## config.mk

```make
export PLATFORM = sky130hd
export DESIGN_NAME = spi_mem_master
export DESIGN_NICKNAME = d
export VERILOG_FILES = /design/src/rtl/spi_mem_pkg.sv /design/src/rtl/spi_mem_master_tick.sv /design/src/rtl/spi_mem_master.sv
export SDC_FILE = /design/constraint.sdc
export NUM_CORES = 1
export LEC_CHECK = 0
export ABC_AREA = 1
export BUFFER_PORTS_ARGS = -buffer_cell sky130_fd_sc_hd__buf_2
export CAP_MARGIN = 20
export CORE_ASPECT_RATIO = 2
export CORE_UTILIZATION = 55
export CTS_BUF_LIST = sky130_fd_sc_hd__clkbuf_8
export CTS_CLUSTER_SIZE = 20
export DETAILED_ROUTE_END_ITERATION = 12
export HOLD_SLACK_MARGIN = 0.02
export PLACE_DENSITY = 0.79
export SLEW_MARGIN = 10
export SYNTH_ARGS = -nofsm -noshare
export SYNTH_HDL_FRONTEND = slang
export SYNTH_SLANG_ARGS = --single-unit
```

## constraint.sdc

```tcl
create_clock -name clk -period 1.9 [get_ports clk]
set_input_delay 0.095 -clock clk [delete_from_list [all_inputs] [get_ports clk]]
set_output_delay 0.095 -clock clk [all_outputs]
set_load 0.02 [all_outputs]
```

## src/rtl/spi_mem_pkg.sv

```systemverilog
// spi_mem_pkg: shared state type, command codes and frame builder for the serial SRAM master.
package spi_mem_pkg;
   typedef enum logic [2:0] {ST_IDLE, ST_SETUP, ST_SHIFT, ST_HOLD, ST_DONE} spi_state_t;
   localparam logic [7:0] CMD_READ = 8'h03;
   localparam logic [7:0] CMD_WRITE = 8'h02;
   localparam int FRAME_BITS = 48;
   localparam int DATA_BITS = 16;
   function automatic logic [FRAME_BITS-1:0] build_frame(input logic rwb, input logic [15:0] addr,
                                                         input logic [DATA_BITS-1:0] wdata);
      return {rwb ? CMD_READ : CMD_WRITE, 7'b0, addr, 1'b0, rwb ? 16'h0000 : wdata};
   endfunction
endpackage

```

## src/rtl/spi_mem_master_tick.sv

```systemverilog
// spi_tick_gen: one-cycle tick every CLK_DIV clocks while enabled, counter held clear otherwise.
module spi_tick_gen #(
   parameter int CLK_DIV = 2
) (
   input  logic clk,
   input  logic resetb,
   input  logic en,
   output logic tick
);
   localparam int W = $clog2(CLK_DIV + 1);
   logic [W-1:0] cnt;
   assign tick = en && cnt == W'(CLK_DIV - 1);
   always_ff @(posedge clk or negedge resetb)
      if (!resetb) cnt <= '0;
      else cnt <= (!en || tick) ? '0 : cnt + 1'b1;
endmodule

```

## src/rtl/spi_mem_master.sv

```systemverilog
// spi_mem_master: runs one 48-bit mode-0 SPI frame (16-bit read or write) per accepted start,
// halting the control FSM through busy_o until the DONE cycle.
module spi_mem_master
   import spi_mem_pkg::*;
#(
   parameter int CLK_DIV = 2
) (
   input  logic                 clk,
   input  logic                 resetb,
   input  logic                 start_i,
   input  logic                 rwb_i,
   input  logic [15:0]          addr_i,
   input  logic [DATA_BITS-1:0] wdata_i,
   output logic [DATA_BITS-1:0] rdata_o,
   output logic                 busy_o,
   output logic                 done_o,
   output logic                 sclk_o,
   output logic                 mosi_o,
   input  logic                 miso_i,
   output logic                 csb_o
);
   spi_state_t state;
   logic [FRAME_BITS-1:0] frame, accept_frame;
   logic [DATA_BITS-1:0] rx;
   logic [5:0] bit_cnt;
   logic rwb, tick, active;
   assign active = state != ST_IDLE && state != ST_DONE;
   assign busy_o = (state == ST_IDLE && start_i) || active;
   assign accept_frame = build_frame(rwb_i, addr_i, wdata_i);
   spi_tick_gen #(.CLK_DIV(CLK_DIV)) u_tick (.clk(clk), .resetb(resetb), .en(active), .tick(tick));
   // Each tick is one SCLK half-period: rising ticks sample MISO, falling ticks present the next MOSI bit.
   always_ff @(posedge clk or negedge resetb)
      if (!resetb) begin
         state <= ST_IDLE;
         frame <= '0;
         rx <= '0;
         bit_cnt <= '0;
         rwb <= 1'b0;
         rdata_o <= '0;
         done_o <= 1'b0;
         sclk_o <= 1'b0;
         mosi_o <= 1'b0;
         csb_o <= 1'b1;
      end else begin
         done_o <= 1'b0;
         case (state)
            ST_IDLE: if (start_i) begin
               state <= ST_SETUP;
               rwb <= rwb_i;
               frame <= accept_frame;
               mosi_o <= accept_frame[FRAME_BITS-1];
               csb_o <= 1'b0;
               bit_cnt <= '0;
            end
            ST_SETUP: if (tick) begin
               state <= ST_SHIFT;
               sclk_o <= 1'b1;
               rx <= {rx[DATA_BITS-2:0], miso_i};
            end
            ST_SHIFT: if (tick) begin
               sclk_o <= ~sclk_o;
               if (!sclk_o) rx <= {rx[DATA_BITS-2:0], miso_i};
               else begin
                  frame <= frame << 1;
                  mosi_o <= frame[FRAME_BITS-2];
                  bit_cnt <= bit_cnt + 6'd1;
                  if (bit_cnt == 6'(FRAME_BITS - 1)) state <= ST_HOLD;
               end
            end
            ST_HOLD: if (tick) begin
               state <= ST_DONE;
               csb_o <= 1'b1;
               done_o <= 1'b1;
               if (rwb) rdata_o <= rx;
            end
            default: state <= ST_IDLE;
         endcase
      end
endmodule

```

==> impl_metrics.env <==
export IMPL_run_status="completed"
export IMPL_global_route_overflow_total=0
export IMPL_post_cts_buffers=0
export IMPL_post_synth_top_area_cell="sky130_fd_sc_hd__dfrtp_1"
export IMPL_finalCoreUtilization_pct=66.1
export IMPL_placement_setup_worst_slack_ps=69.5
export IMPL_synth_cell_area_um2=4400
export IMPL_synth_avg_cell_area_um2=8.28
export IMPL_path_clk_slew_ps=90
export IMPL_dieWidth_um=65.2
export IMPL_category_of_the_critical_setup_timing_path="register to register"
export IMPL_floorplan_rows=45
export IMPL_grt_start_max_net_pins=44
export IMPL_synthToLayoutAreaGrowth_pct=15.1
export IMPL_route_detailed_drc=0
export IMPL_synth_async_sr_flop_share_pct=100
export IMPL_floorplan_initialDensity_pct=57.4
export IMPL_critical_path_max_stage_delay_ps=480
export IMPL_max_cap_violations=0
export IMPL_detail_route_wl_per_cell_um=12.9
export IMPL_hold_path_class="input port to register"
export IMPL_first_global_vias=3448
export IMPL_cell_area_reported_after_detailed_placement_um2=4740
export IMPL_dominantRegCellSynth="sky130_fd_sc_hd__dfrtp_1"
export IMPL_pin_count=58
export IMPL_cts_htree_levels=3
export IMPL_antenna_violating_nets_post_route=0
export IMPL_yosysWarnings=0
export IMPL_finalHoldWorstSlack_ps=28.2
export IMPL_setup_repair_after_global_routing_missed_its_margin="false"
export IMPL_synth_lib_cells_used_distinct=26
export IMPL_yosys_top_cells_area="sky130_fd_sc_hd__dfrtp_1, sky130_fd_sc_hd__nand2_1, sky130_fd_sc_hd__o21ai_2"
export IMPL_track_usage_pct=22.8
export IMPL_ys_ff_latch=95
export IMPL_total_die_area_um2=8380
export IMPL_antenna_found_initial=0
export IMPL_number_of_buffers_created_by_cts=9
export IMPL_wl_um=8890
export IMPL_total_neg_setup_slack_ps=0
export IMPL_vertical_die_dimension_um=128
export IMPL_critPathRequiredTime_ps=2200
export IMPL_longest_clk_path_bufs=2
export IMPL_clock_sink_count=95
export IMPL_period_share_pct=87.9
export IMPL_yosys_area_top_type_share_pct=53.5
export IMPL_timing_final_hold_violations=0
export IMPL_worstSetupStartpointType="register"
export IMPL_critical_path_slowest_cell="sky130_fd_sc_hd__dfrtp_1"
export IMPL_post_synth_inst_count=531
export IMPL_power_per_standard_cell_area_nw_per_um2=1480
export IMPL_report_final_slew_viol_count=0
export IMPL_timing_critical_path_fanout_max=33
export IMPL_synth_cells_most_frequent="sky130_fd_sc_hd__nand2_1, sky130_fd_sc_hd__dfrtp_1, sky130_fd_sc_hd__o21ai_1, sky130_fd_sc_hd__nand3_1, sky130_fd_sc_hd__inv_1"
export IMPL_clk_latency_ps=370
export IMPL_timing_fmax_mhz=599
export IMPL_nets=631
export IMPL_fin_area_um2=5060
export IMPL_finalClockSkew_ps=4.82
export IMPL_final_layout_size_suffix_gt1_share_pct=19.6
export IMPL_detail_route_vias_per_cell=4.98
export IMPL_ir_worst_vdd_mv=1.05
export IMPL_yosys_cell_count_top_type="sky130_fd_sc_hd__nand2_1"
export IMPL_firstDrtPassIters=4
export IMPL_detailedRoute_firstIterationViolations=196
export IMPL_path_cells="inv_2, o21ai_2, inv_2, nand3_4, buf_12, nand2_1, o21ai_2"
export IMPL_dpl_hpwl_um=5820
export IMPL_cp_arrival_ps=1970
export IMPL_count_of_non_filler_cells_in_the_finished_layout=691
export IMPL_number_of_antenna_repair_diodes=0
export IMPL_wire_length_of_the_first_global_routing_pass_um=14700
export IMPL_dp_cells=667
export IMPL_cts_root_buffer="sky130_fd_sc_hd__clkbuf_8"
export IMPL_synth_seq_area_share_pct=54.1
export IMPL_cts_tree="built"
export IMPL_totalPowerFinal_mw=7.50
export IMPL_worst_slew_margin_rel_pct=64.7
export IMPL_routed_via_count=3439
export IMPL_gp_routability_congestion=0.817
export IMPL_setup_crit_end_kind="register"
export IMPL_leakagePower_nw=2.65
export IMPL_setup_viol=0
export IMPL_synth_net_count=570
export IMPL_numPortBuffers=57
export IMPL_finalWorstPathRequiredPeriod_ps=1670
export IMPL_synth_edf_count=0
export IMPL_worst_slew_pin_slew_ps=526
export IMPL_floorplan_core_area_um2=7660
export IMPL_setup_ws_ps=231
==> worst paths after layout <==
path,start,endpoint,slack [ps],cells after the start
min in group asynchronous,resetb,frame[43],210,2
min reg2reg,u_tick.cnt[0],u_tick.cnt[0],450,1
max reg2reg,state[1],frame[35],230,7
max,state[1],frame[35],230,7
min,addr_i[6],frame[23],30,5
max in group asynchronous,resetb,frame[32],1050,3
==> cell usage in the layout, fill, tap and decap left out, drive strengths merged <==
cell         instances
nand2              269
dfrtp               94
buf                 68
o21ai               56
nand3               31
inv                 30
nor2                13
clkbuf               9
dlygate4sd3          7
o21bai               3
clkinvlp             3
bufinv               3
nor3                 2
xor2                 2
ha                   2
clkinv               2
o21a                 1
a21oi                1
dfstp                1
==> report_power, final <==
part           switching (mW)  internal [mW]  leakage [nW]
registers               0.323           2.57          1.26
logic                    2.04          0.990          1.28
clock network           0.705          0.875         0.112
==> flip-flops by register name (all words and copies together), names as in the netlist, 2 cells and up <==
signal and flops:
bit_cnt 6, frame 47, rdata_o 16, rx 16, state 3, u_tick.cnt 2
==> critical path, delay by kind of cell (launching register included) <==
| kind | cells | cell delay (ps) |
|---|---|---|
| DFF | 1 | 480 |
| buffers and inverters | 3 | 430 |
| AOI/OAI and AO/OA | 2 | 430 |
| and+or+nand+nor | 2 | 260 |
==> routing by layer <==
| layer | up-vias | part of all wire [%] | track usage [%] |
|---|---|---|---|
| li1 | 1771 | - | - |
| met1 | 1594 | 43 | 26.0 |
| met2 | 59 | 52 | 40.6 |
| met3 | 15 | 2.7 | 3.55 |
| met4 | 0 | 2.2 | 10.6 |
| met5 | - | 0 | 0 |
==> final cells by class <==
| cell class | instances | area [um^2] |
|---|---|---|
| Tap cell | 94 | 118 |
| Inverter | 31 | 116 |
| Clock buffer | 9 | 124 |
| Timing Repair Buffer | 75 | 490 |
| Sequential cell | 95 | 2380 |
| Clock inverter | 7 | 121 |
| Fill cell | 675 | 2590 |
| Multi-Input combinational cell | 380 | 1710 |
==> kinds of logic (layout without fill, tap and decap cells) <==
kind of cell	after synthesis	count (layout)	share of synthesized area (%)
AOI/OAI and AO/OA	61	61	8.88
xor gates and xnor gates	2	2	0.398
adders and majority gates	2	2	0.569
buffers and inverters	57	122	7.20
DFF	95	95	54.1
and+or+nand+nor	314	315	28.9
==> what timing repair did <==
item,CTS,global route
hold buffers,7,0
resized for setup,0,1
hold endpoints to repair,36,0
setup endpoints to repair,0,31
(Power assumes the default switching activity.)
